[src/rtl/fft_pkg.sv]
// Shared types and helpers for the FFT twiddle scheduler slice.
package fft_pkg;

    // Scheduler states: waiting for a table, or streaming twiddle beats.
    typedef enum logic [0:0] {
        IDLE = 1'b0,
        SEND = 1'b1
    } state_t;

    // Number of radix-2 stages for an n-point transform (log2 n, n a power of two).
    function automatic int clog2_stages(input int n);
        int r;
        r = 0;
        for (int i = 0; i < 31; i++) begin
            if ((1 << i) < n) begin
                r = i + 1;
            end
        end
        return r;
    endfunction

endpackage

[src/rtl/fft_twiddle_index_lookup.sv]
// Combinational twiddle mapping: (table, stage s, slot j) -> (cos, -sin).
// idx = (j mod 2^s) * N / 2^(s+1); real = tbl[idx + N/4], imag = -tbl[idx].
module fft_twiddle_index_lookup
    import fft_pkg::*;
#(
    parameter int BIT_WIDTH = 16,
    parameter int SIZE_FFT  = 8,
    parameter int SW        = 3,
    parameter int JW        = 2
) (
    input  logic [BIT_WIDTH-1:0] tbl [SIZE_FFT],
    input  logic [SW-1:0]        s,
    input  logic [JW-1:0]        j,
    output logic [BIT_WIDTH-1:0] twiddle_real,
    output logic [BIT_WIDTH-1:0] twiddle_imag
);

    localparam int LOGN = clog2_stages(SIZE_FFT);

    logic [LOGN-1:0] j_ext;
    logic [LOGN-1:0] mask;
    logic [LOGN-1:0] m;
    logic [LOGN-1:0] idx;
    logic [LOGN-1:0] ridx;

    // The scale by N/2^(s+1) is a shift; the cos lookup is a quarter-turn
    // offset into the same sine table, wrapping naturally at LOGN bits.
    always_comb begin
        j_ext = {1'b0, j};
        mask  = ~({LOGN{1'b1}} << s);
        m     = j_ext & mask;
        if (s < SW'(LOGN)) begin
            idx = m << (SW'(LOGN - 1) - s);
        end else begin
            idx = m >> (s - SW'(LOGN - 1));
        end
        ridx         = idx + LOGN'(SIZE_FFT / 4);
        twiddle_real = tbl[ridx];
        twiddle_imag = -tbl[idx];
    end

endmodule

[src/rtl/fft_twiddle_stream_scheduler.sv]
// Captures a sine table on a start handshake and streams one registered
// twiddle pair per beat, stage-major then butterfly-slot order.
module fft_twiddle_stream_scheduler
    import fft_pkg::*;
#(
    parameter int  BIT_WIDTH  = 16,
    parameter int  DECIMAL_PT = 8,
    parameter int  SIZE_FFT   = 8,
    localparam int STAGES     = clog2_stages(SIZE_FFT),
    localparam int SW         = $clog2(STAGES) + 1,
    localparam int JW         = $clog2(SIZE_FFT / 2)
) (
    input  logic                 clk,
    input  logic                 reset,
    input  logic                 recv_val,
    output logic                 recv_rdy,
    input  logic [BIT_WIDTH-1:0] sine_wave_in [SIZE_FFT],
    output logic                 send_val,
    input  logic                 send_rdy,
    output logic [BIT_WIDTH-1:0] twiddle_real,
    output logic [BIT_WIDTH-1:0] twiddle_imag,
    output logic [SW-1:0]        stage,
    output logic [JW-1:0]        slot,
    output logic                 last_in_stage,
    output logic                 last
);

    localparam int LAST_SLOT = SIZE_FFT / 2 - 1;

    // The fraction position is carried for the consumer only; nothing here depends on it.
    if (DECIMAL_PT >= BIT_WIDTH) begin : g_frac_wider_than_word
    end

    state_t               state_reg, state_next;
    logic [SW-1:0]        stage_reg, stage_next;
    logic [JW-1:0]        slot_reg, slot_next;
    logic [BIT_WIDTH-1:0] tbl_reg [SIZE_FFT];
    logic [BIT_WIDTH-1:0] tbl_src [SIZE_FFT];
    logic [BIT_WIDTH-1:0] real_reg, imag_reg;
    logic [BIT_WIDTH-1:0] lk_real, lk_imag;
    logic                 start, advance, is_last;

    // On the start edge the table is not registered yet, so the first beat
    // is looked up straight from the input table.
    for (genvar gi = 0; gi < SIZE_FFT; gi++) begin : g_tbl_src
        assign tbl_src[gi] = start ? sine_wave_in[gi] : tbl_reg[gi];
    end

    fft_twiddle_index_lookup #(
        .BIT_WIDTH (BIT_WIDTH),
        .SIZE_FFT  (SIZE_FFT),
        .SW        (SW),
        .JW        (JW)
    ) u_lookup (
        .tbl          (tbl_src),
        .s            (stage_next),
        .j            (slot_next),
        .twiddle_real (lk_real),
        .twiddle_imag (lk_imag)
    );

    assign is_last = (stage_reg == SW'(STAGES - 1)) && (slot_reg == JW'(LAST_SLOT));

    // Next-state, next-beat counters and handshake outputs.
    always_comb begin
        state_next = state_reg;
        stage_next = stage_reg;
        slot_next  = slot_reg;
        start      = 1'b0;
        advance    = 1'b0;
        recv_rdy   = 1'b0;
        send_val   = 1'b0;
        case (state_reg)
            IDLE: begin
                recv_rdy = 1'b1;
                if (recv_val) begin
                    start      = 1'b1;
                    stage_next = '0;
                    slot_next  = '0;
                    state_next = SEND;
                end
            end
            SEND: begin
                send_val = 1'b1;
                if (send_rdy) begin
                    advance = 1'b1;
                    if (slot_reg == JW'(LAST_SLOT)) begin
                        slot_next  = '0;
                        stage_next = stage_reg + SW'(1);
                    end else begin
                        slot_next = slot_reg + JW'(1);
                    end
                    if (is_last) begin
                        state_next = IDLE;
                    end
                end
            end
            default: state_next = IDLE;
        endcase
    end

    // State, counters and output pair update only on start or an accepted beat.
    always_ff @(posedge clk) begin
        if (reset) begin
            state_reg <= IDLE;
            stage_reg <= '0;
            slot_reg  <= '0;
            real_reg  <= '0;
            imag_reg  <= '0;
        end else begin
            state_reg <= state_next;
            if (start || advance) begin
                stage_reg <= stage_next;
                slot_reg  <= slot_next;
                real_reg  <= lk_real;
                imag_reg  <= lk_imag;
            end
        end
    end

    // Table snapshot taken on the start handshake and held for the whole run.
    always_ff @(posedge clk) begin
        if (start) begin
            for (int k = 0; k < SIZE_FFT; k++) begin
                tbl_reg[k] <= sine_wave_in[k];
            end
        end
    end

    assign twiddle_real  = real_reg;
    assign twiddle_imag  = imag_reg;
    assign stage         = stage_reg;
    assign slot          = slot_reg;
    assign last_in_stage = (slot_reg == JW'(LAST_SLOT));
    assign last          = is_last;

endmodule
[config.mk]
export PLATFORM = sky130hd
export DESIGN_NAME = fft_twiddle_stream_scheduler
export DESIGN_NICKNAME = d
export VERILOG_FILES = /design/src/rtl/fft_pkg.sv /design/src/rtl/fft_twiddle_index_lookup.sv /design/src/rtl/fft_twiddle_stream_scheduler.sv
export SDC_FILE = /design/constraint.sdc
export NUM_CORES = 1
export LEC_CHECK = 0
export ABC_AREA = 0
export BUFFER_PORTS_ARGS = -buffer_cell sky130_fd_sc_hd__clkbuf_2
export CAP_MARGIN = 25
export CORE_AREA = 10 10 132 134
export DETAILED_ROUTE_END_ITERATION = 8
export DIE_AREA = 0 0 142 144
export PLACE_DENSITY_LB_ADDON = 0.08
export SETUP_SLACK_MARGIN = 0.2
export SKIP_LAST_GASP = 1
export SYNTH_ARGS = -nofsm -noshare
export SYNTH_HDL_FRONTEND = slang
export SYNTH_SLANG_ARGS = --single-unit
[constraint.sdc]
create_clock -name clk -period 6.5 [get_ports clk]
set_input_delay 0.325 -clock clk [delete_from_list [all_inputs] [get_ports clk]]
set_output_delay 0.325 -clock clk [all_outputs]
set_load 0.005 [all_outputs]
==> impl_metrics.py <==
metrics = {
    "status": {
        "run_status": "finished, final reports clean",
    },
    "detailed_routing": {
        "route.detailed.vias_per_inst": 6.24,
        "total_number_of_vias": 7156,
        "route.detailed.drc": 0,
        "wire_length_per_cell_after_detailed_routing_um": 21.6,
        "detailedRoute.firstIterationViolations": 717,
        "finalWirelength_mm": 24.8,
        "drtAntennaViolNets": 0,
        "detailedRoute.firstPassIterationCount": 6,
    },
    "cts": {
        "cts_setup_buffers": 0,
        "hold_buffers": 0,
        "clockRootBuffer": "clkbuf_16",
        "cts-resized-gates": 0,
        "clkTransAtPathRegs_ns": 0.06,
        "cts-buffers-inserted": 17,
        "tritoncts": "yes",
        "tritoncts_num_sinks": 156,
        "cts-htree-levels": 4,
        "clk-insertion-delay-late_ns": 0.43,
        "clock_path_buffers": 2,
    },
    "floorplanning": {
        "die_area_mm2": 0.0204,
        "floorplan.initialDensity_pct": 54.0,
        "fp.dieW_um": 142,
        "placementRows": 45,
        "dieHeight_um": 144,
        "core_mm2": 0.0149,
        "number_of_top_level_pins": 173,
    },
    "synthesis": {
        "synth_adder_area_share_pct": 1.40,
        "edff_count_synth": 102,
        "yosys_most_used_dff": "edfxtp_1",
        "yosys_warnings": 0,
        "ys_ff_latch": 156,
        "synth_area_in_compound_gates_pct": 19.9,
        "post-synth-top-area-cell": "edfxtp_1",
        "post_synth_instance_area_mm2": 0.00802,
        "mappedNetlistNets": 950,
        "synth_sequential_area_ratio_pct": 51.6,
        "synthCells": 809,
        "top_area_cell_type_share_of_the_netlist_area_pct": 38.2,
        "synthArstFlopShare_pct": 0,
        "largest_family_of_logic_cells_by_synthesized_area": "compound AO/OA/AOI/OAI gates",
        "ys_types": 77,
        "postSynthAreaPerCell_um2": 9.92,
        "synth.area.mux_share_pct": 5.16,
        "synth_simple_gate_area_share_pct": 17.8,
        "top_post_synthesis_cells_by_area": "edfxtp_1, dfxtp_1, nand2_1",
        "synthXorXnorAreaFrac_pct": 0.546,
    },
    "critical_path": {
        "crit_required_ns": 6.87,
        "setup.worst_path.class": "flip-flop to flip-flop",
        "worstSetupStartpointType": "flip-flop",
        "cp.arrival_ns": 6.21,
        "critical_path_endpoint_category": "flip-flop",
        "critical_path_peak_fanout": 21,
    },
    "sta": {
        "setup_repair_after_global_routing_missed_its_margin": "no",
        "max_slew.worst_pin.slew_ns": 1.01,
        "final-hold-violation-count": 0,
        "normalized_max_slew_margin_pct": 32.4,
        "period_needed_ns": 5.84,
        "finalCritPeriodShare_pct": 89.8,
        "setup-violations-final": 0,
        "clock-skew-final_ns": 0.00952,
        "timing.final.ws_setup_ns": 0.661,
        "tns_ns": 0,
        "timing_max_transition_violations_final": 0,
        "fmax_mhz": 171,
    },
    "power_and_ir_drop": {
        "total_leakage_power_uw": 0.00390,
        "swShare_pct": 24.7,
        "power.switching_uw": 627,
        "vdd.ir_drop.worst_mv": 0.176,
        "share_clk_of_total_power_pct": 42.3,
        "finalPower_uw": 2530,
        "internal_power_component_uw": 1910,
        "power.share.sequential_pct": 45.8,
        "power_density_mw_per_mm2": 264,
        "share_comb_of_total_power_pct": 12.0,
    },
    "global_route": {
        "global_route_total_overflow": 0,
        "grt_antenna_before_repair": 0,
        "grt_pass1_wl_mm": 38.9,
        "first_global_vias": 6990,
        "groute.usage.overall_pct": 24.2,
        "grt_max_degree": 191,
    },
    "finish": {
        "fillers": 1250,
        "nets": 1086,
        "largest_reg_flops": 118,
        "layout-drive-gt1-share_pct": 24.7,
        "inserted_diodes": 0,
        "layoutNonFillerInstCount": 1146,
        "signed_area_change_from_the_synthesized_netlist_to_the_final_layout_pct": 19.7,
    },
    "placement": {
        "place.detailed.hpwl_mm": 17.5,
        "port_buffers": 162,
        "placed_cells": 1114,
        "gp_routability_congestion": 0.888,
        "preCtsSetupSlack_ns": 0.635,
    },
    "worst_hold_path": {
        "hold_path_class": "primary input to flip-flop",
    },
    "run": {
        "max_cap_viol_count": 0,
    },
}
layer usage:
metal	share of wire [%]	global-route usage, %	up-vias
met4	2.6	8.39	0
li1	-	-	3343
met2	47	37.1	350
met5	0	0	-
met3	8.8	5.90	45
met1	42	32.5	3418
synth_stat cells, drive strengths merged (10+ instances only):
cell      n
clkbuf   37
nor2     79
mux2i    29
a21oi    43
edfxtp  102
a31oi    10
buf      26
o21ai    39
o211ai   17
a211oi   20
nand2   131
a311oi   23
nand3    26
nand4    14
dfxtp    54
cells in the final DEF, fill, tap and decap left out, drive strengths merged, types with 8 or more instances in the layout:
| cell | netlist | final |
|---|---|---|
| clkbuf | 37 | 181 |
| nand2 | 131 | 131 |
| edfxtp | 102 | 102 |
| nor2 | 79 | 79 |
| dfxtp | 54 | 54 |
| a21oi | 43 | 43 |
| o21ai | 39 | 39 |
| mux2i | 29 | 29 |
| nand3 | 26 | 26 |
| a311oi | 23 | 23 |
| a211oi | 20 | 20 |
| buf | 26 | 18 |
| o211ai | 17 | 17 |
| nand4 | 14 | 14 |
| inv | 9 | 13 |
| a31oi | 10 | 10 |
| ha | 9 | 9 |
| and2 | 8 | 8 |
| nor3 | 8 | 8 |
| o31ai | 8 | 8 |
| nand3b | 8 | 8 |
worst max-delay path: stages (launching register included):
cell	delay (ns)
dfxtp_1	0.68
nand2b_2	0.22
buf_4	0.27
and3_1	0.33
nor2_1	0.16
ha_1	0.30
or2_1	0.48
o21bai_1	0.15
buf_4	0.22
a21oi_2	0.72
o21ai_0	0.44
a2111o_1	0.55
a221oi_4	0.40
nand4_4	0.21
or4_1	0.55
nand3_1	0.08
path summary, 6_finish.rpt:
path	startpoint	to	slack, ns	cells past startpoint
max	state_reg$_SDFF_PP0_	twiddle_imag[15]$_SDFFE_PP0P_	0.66	15
min	sine_wave_in[104]	tbl_reg[0][24]$_DFFE_PP_	0.07	1
max reg2reg	state_reg$_SDFF_PP0_	twiddle_imag[15]$_SDFFE_PP0P_	0.66	15
min reg2reg	twiddle_imag[3]$_SDFFE_PP0P_	twiddle_imag[3]$_SDFFE_PP0P_	0.45	2
cell families (layout without fill, tap and decap cells):
| group | Yosys count | count (layout) |
|---|---|---|
| adder cells (fa/ha/maj) | 9 | 9 |
| flip-flops | 156 | 156 |
| multiplexers | 36 | 36 |
| AND/OR/NAND/NOR | 309 | 309 |
| buffers and inverters | 72 | 221 |
| AO/OA/AOI/OAI | 222 | 222 |
| XOR/XNOR | 5 | 5 |
stage by stage:
step	hold slack [ns]	cell area [um2]	utilization, %
after floorplan	0.418	8020	-
after global placement	0.433	8980	60.4
after detailed placement	0.435	8980	60.4
after CTS	0.0563	9610	64.6
after global routing	0.0509	9610	64.6
final	0.0676	9610	64.6
layout make-up:
type | count | area (um2) | share of cell area [%]
clock inverter | 13 | 186 | 1.94
tap | 188 | 235 | 2.45
clock buffer | 19 | 443 | 4.61
sequential | 156 | 4140 | 43.1
multi-input combinational | 581 | 3600 | 37.5
timing repair buffer | 180 | 958 | 9.98
inverter | 9 | 38.8 | 0.404
power by group through the flow:
stage	clock network [uW]	logic, uW	registers (uW)
after CTS	1080	303	1160
final	1070	303	1160
after global placement	0	295	1180
after floorplan	0	179	1180
after global routing	1130	335	1170
after detailed placement	0	301	1180
Note: power is estimated with default switching activity, not from simulation.
